==> src/rtl/constants.sv <==
// Core-wide constants shared by every pipeline stage.
package constants;

    localparam logic [31:0] RESET_ADDRESS   = 32'h0000_0000;
    // addi x0, x0, 0
    localparam logic [31:0] NOP_INSTRUCTION = 32'h0000_0013;

endpackage

==> src/rtl/pipeline_status.sv <==
// Status codes exchanged between fetch and decode.
// forwards_t travels with each instruction; backwards_t is decode's request to fetch.
package pipeline_status;

    typedef enum logic [1:0] {
        VALID            = 2'd0,
        BUBBLE           = 2'd1,
        FETCH_FAULT      = 2'd2,
        FETCH_MISALIGNED = 2'd3
    } forwards_t;

    typedef enum logic [1:0] {
        READY = 2'd0,
        STALL = 2'd1,
        JUMP  = 2'd2
    } backwards_t;

endpackage

==> src/rtl/fetch_stage.sv <==
// Instruction fetch stage: drives a single-outstanding instruction bus and
// hands one registered instruction per cycle to decode, honouring stall and
// redirect requests coming back from decode.
module fetch_stage
    import pipeline_status::*;
    import constants::*;
(
    input  logic        clk,
    input  logic        rst,
    output logic        instr_cyc_out,
    output logic        instr_stb_out,
    output logic [31:0] instr_addr_out,
    input  logic        instr_ack_in,
    input  logic        instr_err_in,
    input  logic [31:0] instr_rdata_in,
    output logic [31:0] instruction_reg_out,
    output logic [31:0] program_counter_reg_out,
    output forwards_t   status_forwards_out,
    input  backwards_t  status_backwards_in,
    input  logic [31:0] jump_address_backwards_in
);

    // state     | meaning
    // S_FETCH   | bus cycle outstanding at r_pc
    // S_HOLD    | result (word, bus fault or misaligned target) buffered, bus idle
    // S_DISCARD | bus cycle outstanding at r_inflight_addr, result dropped, r_pc holds redirect
    // S_FAULT   | bus idle, waiting for a JUMP
    typedef enum logic [1:0] {
        S_FETCH   = 2'd0,
        S_HOLD    = 2'd1,
        S_DISCARD = 2'd2,
        S_FAULT   = 2'd3
    } state_t;

    state_t      r_state;
    state_t      w_state_nxt;
    state_t      w_redirect_state;

    // In S_HOLD r_pc is still the address of the buffered entry; it only
    // advances when that entry is handed to decode.
    logic [31:0] r_pc;
    logic [31:0] r_inflight_addr;
    logic [31:0] r_hold_instr;
    forwards_t   r_hold_kind;
    logic [31:0] r_instr;
    logic [31:0] r_out_pc;
    forwards_t   r_status;

    logic        w_jump;
    logic        w_stall;
    logic        w_bus_active;
    logic        w_done;
    logic        w_target_misaligned;
    logic        w_pc_misaligned;
    logic        w_cyc;
    logic [31:0] w_addr;

    assign w_jump              = (status_backwards_in == JUMP);
    assign w_stall             = (status_backwards_in == STALL);
    assign w_bus_active        = (r_state == S_FETCH) || (r_state == S_DISCARD);
    assign w_done              = w_bus_active && (instr_ack_in || instr_err_in);
    assign w_target_misaligned = (jump_address_backwards_in[1:0] != 2'b00);
    assign w_pc_misaligned     = (r_pc[1:0] != 2'b00);
    // A misaligned target never reaches the bus; it is parked in the hold
    // buffer so it is reported on the next non-stalled cycle.
    assign w_redirect_state    = w_target_misaligned ? S_HOLD : S_FETCH;

    // State register.
    always_ff @(posedge clk) begin
        if (rst) begin
            r_state <= S_FETCH;
        end else begin
            r_state <= w_state_nxt;
        end
    end

    // Next-state decode; a JUMP outranks every other event.
    always_comb begin
        w_state_nxt = r_state;
        case (r_state)
            S_FETCH: begin
                if (w_jump) begin
                    w_state_nxt = w_done ? w_redirect_state : S_DISCARD;
                end else if (w_done) begin
                    if (w_stall) begin
                        w_state_nxt = S_HOLD;
                    end else if (instr_err_in) begin
                        w_state_nxt = S_FAULT;
                    end
                end
            end
            S_HOLD: begin
                if (w_jump) begin
                    w_state_nxt = w_redirect_state;
                end else if (!w_stall) begin
                    w_state_nxt = (r_hold_kind == VALID) ? S_FETCH : S_FAULT;
                end
            end
            S_DISCARD: begin
                if (w_jump) begin
                    if (w_done) begin
                        w_state_nxt = w_redirect_state;
                    end
                end else if (w_done) begin
                    w_state_nxt = w_pc_misaligned ? S_HOLD : S_FETCH;
                end
            end
            S_FAULT: begin
                if (w_jump) begin
                    w_state_nxt = w_redirect_state;
                end
            end
            default: w_state_nxt = S_FETCH;
        endcase
    end

    // Bus outputs; the cycle drops combinationally while reset is asserted.
    always_comb begin
        w_cyc  = 1'b0;
        w_addr = r_pc;
        case (r_state)
            S_FETCH:   w_cyc = 1'b1;
            S_DISCARD: begin
                w_cyc  = 1'b1;
                w_addr = r_inflight_addr;
            end
            default: ;
        endcase
    end

    assign instr_cyc_out  = w_cyc & ~rst;
    assign instr_stb_out  = w_cyc & ~rst;
    assign instr_addr_out = w_addr;

    // Datapath: pc, in-flight address, hold buffer and the decode-facing registers.
    always_ff @(posedge clk) begin
        if (rst) begin
            r_pc            <= RESET_ADDRESS;
            r_inflight_addr <= RESET_ADDRESS;
            r_hold_instr    <= NOP_INSTRUCTION;
            r_hold_kind     <= VALID;
            r_instr         <= NOP_INSTRUCTION;
            r_out_pc        <= RESET_ADDRESS;
            r_status        <= BUBBLE;
        end else if (w_jump) begin
            r_status <= BUBBLE;
            r_pc     <= jump_address_backwards_in;
            if (r_state == S_FETCH) begin
                r_inflight_addr <= r_pc;
            end
            if (w_state_nxt == S_HOLD) begin
                r_hold_kind  <= FETCH_MISALIGNED;
                r_hold_instr <= NOP_INSTRUCTION;
            end
        end else begin
            case (r_state)
                S_FETCH: begin
                    if (w_done && w_stall) begin
                        r_hold_kind  <= instr_ack_in ? VALID : FETCH_FAULT;
                        r_hold_instr <= instr_ack_in ? instr_rdata_in : NOP_INSTRUCTION;
                    end else if (w_done) begin
                        r_instr  <= instr_ack_in ? instr_rdata_in : NOP_INSTRUCTION;
                        r_out_pc <= r_pc;
                        r_status <= instr_ack_in ? VALID : FETCH_FAULT;
                        if (instr_ack_in) begin
                            r_pc <= r_pc + 32'd4;
                        end
                    end else if (!w_stall) begin
                        r_status <= BUBBLE;
                    end
                end
                S_HOLD: begin
                    if (!w_stall) begin
                        r_instr  <= r_hold_instr;
                        r_out_pc <= r_pc;
                        r_status <= r_hold_kind;
                        if (r_hold_kind == VALID) begin
                            r_pc <= r_pc + 32'd4;
                        end
                    end
                end
                S_DISCARD: begin
                    if (!w_stall) begin
                        r_status <= BUBBLE;
                    end
                    if (w_state_nxt == S_HOLD) begin
                        r_hold_kind  <= FETCH_MISALIGNED;
                        r_hold_instr <= NOP_INSTRUCTION;
                    end
                end
                S_FAULT: begin
                    if (!w_stall) begin
                        r_status <= BUBBLE;
                    end
                end
                default: ;
            endcase
        end
    end

    assign instruction_reg_out     = r_instr;
    assign program_counter_reg_out = r_out_pc;
    assign status_forwards_out     = r_status;

endmodule

==> config.mk <==
export PLATFORM = sky130hd
export DESIGN_NAME = fetch_stage
export DESIGN_NICKNAME = d
export VERILOG_FILES = /design/src/rtl/constants.sv /design/src/rtl/pipeline_status.sv /design/src/rtl/fetch_stage.sv
export SDC_FILE = /design/constraint.sdc
export NUM_CORES = 1
export LEC_CHECK = 0
export CORE_MARGIN = 5
export CORE_UTILIZATION = 50
export DETAILED_ROUTE_END_ITERATION = 8
export HOLD_SLACK_MARGIN = 0.05
export PLACE_DENSITY = 0.77
export SLEW_MARGIN = 30
export SYNTH_ARGS = -nofsm -noshare
export SYNTH_HDL_FRONTEND = slang
export SYNTH_SLANG_ARGS = --single-unit
export TNS_END_PERCENT = 30
==> constraint.sdc <==
create_clock -name clk -period 2.2 [get_ports clk]
set_input_delay 0.44 -clock clk [delete_from_list [all_inputs] [get_ports clk]]
set_output_delay 0.44 -clock clk [all_outputs]
set_load 0.1 [all_outputs]
==> flow_metrics.tcl <==
set metrics [dict create \
    timing.setup.critical_path_class "register to output port" \
    yosys.area_share.adder 0.00174 \
    global_placer_s_final_weighted_congestion 0.882 \
    clock_tree.htree_level_count 4 \
    multi_input_area_mm2 0.00372 \
    status "complete, but fails checks" \
    violated_checks "negative setup slack" \
    drtIter0Drc 625 \
    wl_per_cell_um 18.0 \
    setup_slack_ps -86.2 \
    ys_seq_elements 166 \
    layout-drive-gt1-share 0.260 \
    numClockSinks 166 \
    layout.filler_cells 983 \
    r2r.worst_path.cells 9 \
    worstPathMaxFanout 8 \
    r2r_start "r_state[0]" \
    worst_hold_path.endpoint "r_inflight_addr[28]" \
    postSynthNetCount 930 \
    instance_count_of_the_mapped_netlist 859 \
    totalNegativeSetupSlack_ps -1470 \
    crit_slowest_cell "dfxtp_2" \
    vdd_drop_max_mv 0.533 \
    final_cell_area_mm2 0.0106 \
    grt_start_max_net_pins 35 \
    achievable-frequency_mhz 437 \
    finalHoldViolations 0 \
    post-route-drc-count 0 \
    post_synth_mux_area_share 0.0454 \
    hpwl_um 15000 \
    tritoncts.num_buffers 17 \
    synthSimpleGateAreaFrac 0.224 \
    fin_hold_ws_ps 448 \
    final_core_util 0.757 \
    grt_first_pass_wirelength_um 35200 \
    maxCapViolCount 0 \
    cp_cell_sequence "buf_6 > nor2b_4 > buf_4 > buf_12 > mux2_4 > buf_12" \
    timing.hold.worst_path_depth 2 \
    pre_cts_slack_ps -234 \
    ys_seq_area_frac 0.462 \
    stdcell_count 1247 \
    ant_nets 0 \
    vias_per_cell 5.71 \
    postSynth.topFlopCell "dfxtp_1" \
    cts_root_buffer "clkbuf_16" \
    design.core.area_mm2 0.0140 \
    async_flop_share 0 \
    cp-start-kind "register" \
    synth_top_family_by_area "simple AND/OR/NAND/NOR gates" \
    placedCellCount 1208 \
    setup.worst_path.end_class "output port" \
    path_clk_slew_ps 70 \
    holdCritPathClass "input port to register" \
    first_global_vias 6785 \
    num_io_pins 170 \
    crit_required_ps 1760 \
    worst_clock_skew_ps 8.00 \
    period_share 1.04 \
    fp-row-count 43 \
    cts_tree "done" \
    clkLatencyLatePin_ps 430 \
    regToRegSetupSlack_ps 40 \
    port_buffers 169 \
    arrival_ps 1850 \
    initial_utilization 0.514 \
    antenna_found_initial 0 \
    hold_start "rst" \
    final.min_clock_period_ps 2290 \
    netlist-cell-type-count 46 \
    net_count_reported_at_finish 1125 \
    unrepaired_setup_endpoints_after_global_routing "yes" \
    synth-compound-area-share 0.183 \
    drt-pass1-iter-count 5 \
    num_vias 7117 \
    powerDensity_mw_per_mm2 882 \
    grt_use_total 0.263 \
    mappedNetlistArea_mm2 0.00719 \
    leakage_nw 4.08 \
    globalRouteOverflowTotal 0 \
    setup_viol_count_final 29 \
    dpl-instance-area_mm2 0.00970 \
    num_antenna_cells 0 \
    synth_xor_area_frac 0.0341 \
    die_area_mm2 0.0169 \
    finalWirelength_um 22500 \
    crit_path_max_incr_delay_ps 330 \
    timing.max_slew.rel_slack 0.691 \
    reg2reg_to "r_pc[24]" \
    flow.area_growth_from_synthesis_pct 47.2 \
    cts.hold.buffers_added 0 \
    final-max-slew-violation-count 0 \
    buffer_levels_on_the_longest_clock_path 2 \
    fp.dieW_um 130 \
    die-height_um 130 \
    sequential_cell_area_mm2 0.00332 \
    crit_top_cell "buf_12" \
    avgSynthCellArea_um2 8.38 \
    tightest_slew_ps 460 \
    total_power_mw 9.34 \
    count_of_synthesis_stage_warnings_from_yosys 0 \
    synth_edf_count 0 \
]
-- cell type report --
| type | instances | area share |
|---|---|---|
| Sequential cell | 166 | 0.314 |
| Inverter | 11 | 0.00390 |
| Multi-Input combinational cell | 603 | 0.352 |
| Timing Repair Buffer | 255 | 0.251 |
| Clock inverter | 11 | 0.0137 |
| Clock buffer | 21 | 0.0444 |
| Tap cell | 180 | 0.0213 |
-- Yosys cell counts (2+ instances only) --
master,number,area share
nor2b_1,5,0.0043
inv_1,11,0.0057
buf_2,6,0.0042
a22oi_1,4,0.0042
a21oi_1,77,0.054
o21ai_0,8,0.0056
nor2_1,64,0.033
xnor2_1,18,0.022
dfxtp_1,166,0.46
o21ai_1,3,0.0021
nor3_1,6,0.0042
nand2b_1,5,0.0043
nor4_1,4,0.0035
buf_4,2,0.0021
buf_1,4,0.0021
or3_1,3,0.0026
nand4_1,10,0.0087
and3_1,6,0.0052
clkbuf_1,66,0.034
a211oi_1,20,0.021
nand3_1,39,0.027
and4_1,3,0.0037
xor2_1,10,0.012
nor3_2,2,0.0028
and2_1,3,0.0026
o22ai_1,4,0.0035
mux2_2,29,0.045
nor4_2,9,0.016
a311oi_1,36,0.044
a22o_1,30,0.037
a211o_1,4,0.0049
nand2_1,188,0.098
-- timing repair --
action	4_1_cts	5_1_grt
endpoints found under the setup margin	31	37
resized for setup	37	16
pin swaps	0	1
hold endpoints to repair	0	0
gates cloned	3	0
buffers inserted	7	1
-- worst max-delay path by stage --
| stage | from | endpoint | slack (ps) | depth (start not counted) |
|---|---|---|---|---|
| after floorplan | r_state[1] | instr_addr_out[22] | -470 | 4 |
| after global placement | status_backwards_in[0] | r_pc[22] | -160 | 8 |
| after detailed placement | status_backwards_in[0] | program_counter_reg_out[12] | -230 | 10 |
| after CTS | r_state[0] | instr_addr_out[29] | -80 | 6 |
| after global routing | r_state[0] | instr_addr_out[14] | -120 | 6 |
| final | r_state[0] | instr_addr_out[11] | -90 | 6 |
-- critical path, delay by kind of cell (launching register included) --
kind	cells	cell delay (ps)
buf+inv	4	580
flops	1	330
mux	1	320
simple gates	1	170
-- metal layers --
metal / global-route usage / vias to the layer above / part of all wire
met5: 0 / - / 0
met4: 0.0996 / 0 / 0.025
met3: 0.0532 / 41 / 0.070
met2: 0.441 / 296 / 0.50
met1: 0.334 / 3391 / 0.41
li1: - / 3389 / -
-- flip-flops by register name (all words and copies together), names as in the netlist --
register / flops
instruction_reg_out: 32
program_counter_reg_out: 32
r_hold_instr: 32
r_hold_kind: 2
r_inflight_addr: 32
r_pc: 32
r_state: 2
status_forwards_out: 2
-- cells in the final DEF, fill, tap and decap left out, drive strengths merged --
| master | instances |
|---|---|
| mux2 | 29 |
| or2 | 2 |
| a21oi | 77 |
| xnor2 | 18 |
| or3b | 1 |
| ha | 1 |
| nor2b | 5 |
| xor2 | 10 |
| nand3 | 40 |
| a2111oi | 2 |
| and3 | 6 |
| o22ai | 4 |
| clkbuf | 21 |
| clkdlybuf4s50 | 68 |
| a22o | 30 |
| or4 | 1 |
| a211oi | 21 |
| a211o | 4 |
| a311o | 1 |
| or3 | 3 |
| buf | 187 |
| nor4 | 13 |
| and4 | 3 |
| a22oi | 4 |
| nor3 | 8 |
| nor2 | 64 |
| a311oi | 36 |
| nand2b | 5 |
| dfxtp | 166 |
| nor4b | 1 |
| bufinv | 3 |
| or2b | 1 |
| and2 | 3 |
| clkinv | 3 |
| o22a | 1 |
| clkinvlp | 3 |
| o21ai | 11 |
| nand2 | 188 |
| nand4 | 10 |
| inv | 13 |
-- where the power goes --
part	leakage, nW	switching, mW	total (mW)	internal (mW)
clock	0.296	1.23	3.11	1.88
combinational	2.43	1.94	2.91	0.962
sequential	1.35	0.130	3.32	3.19
total	4.08	3.31	9.34	6.03
-- logic make-up after synthesis --
logic type      Yosys count
xor+xnor                 28
buf+inv                  90
mux                      29
flops                   166
simple gates            354
fa+ha+maj                 1
compound gates          191
(Power assumes the default switching activity.)
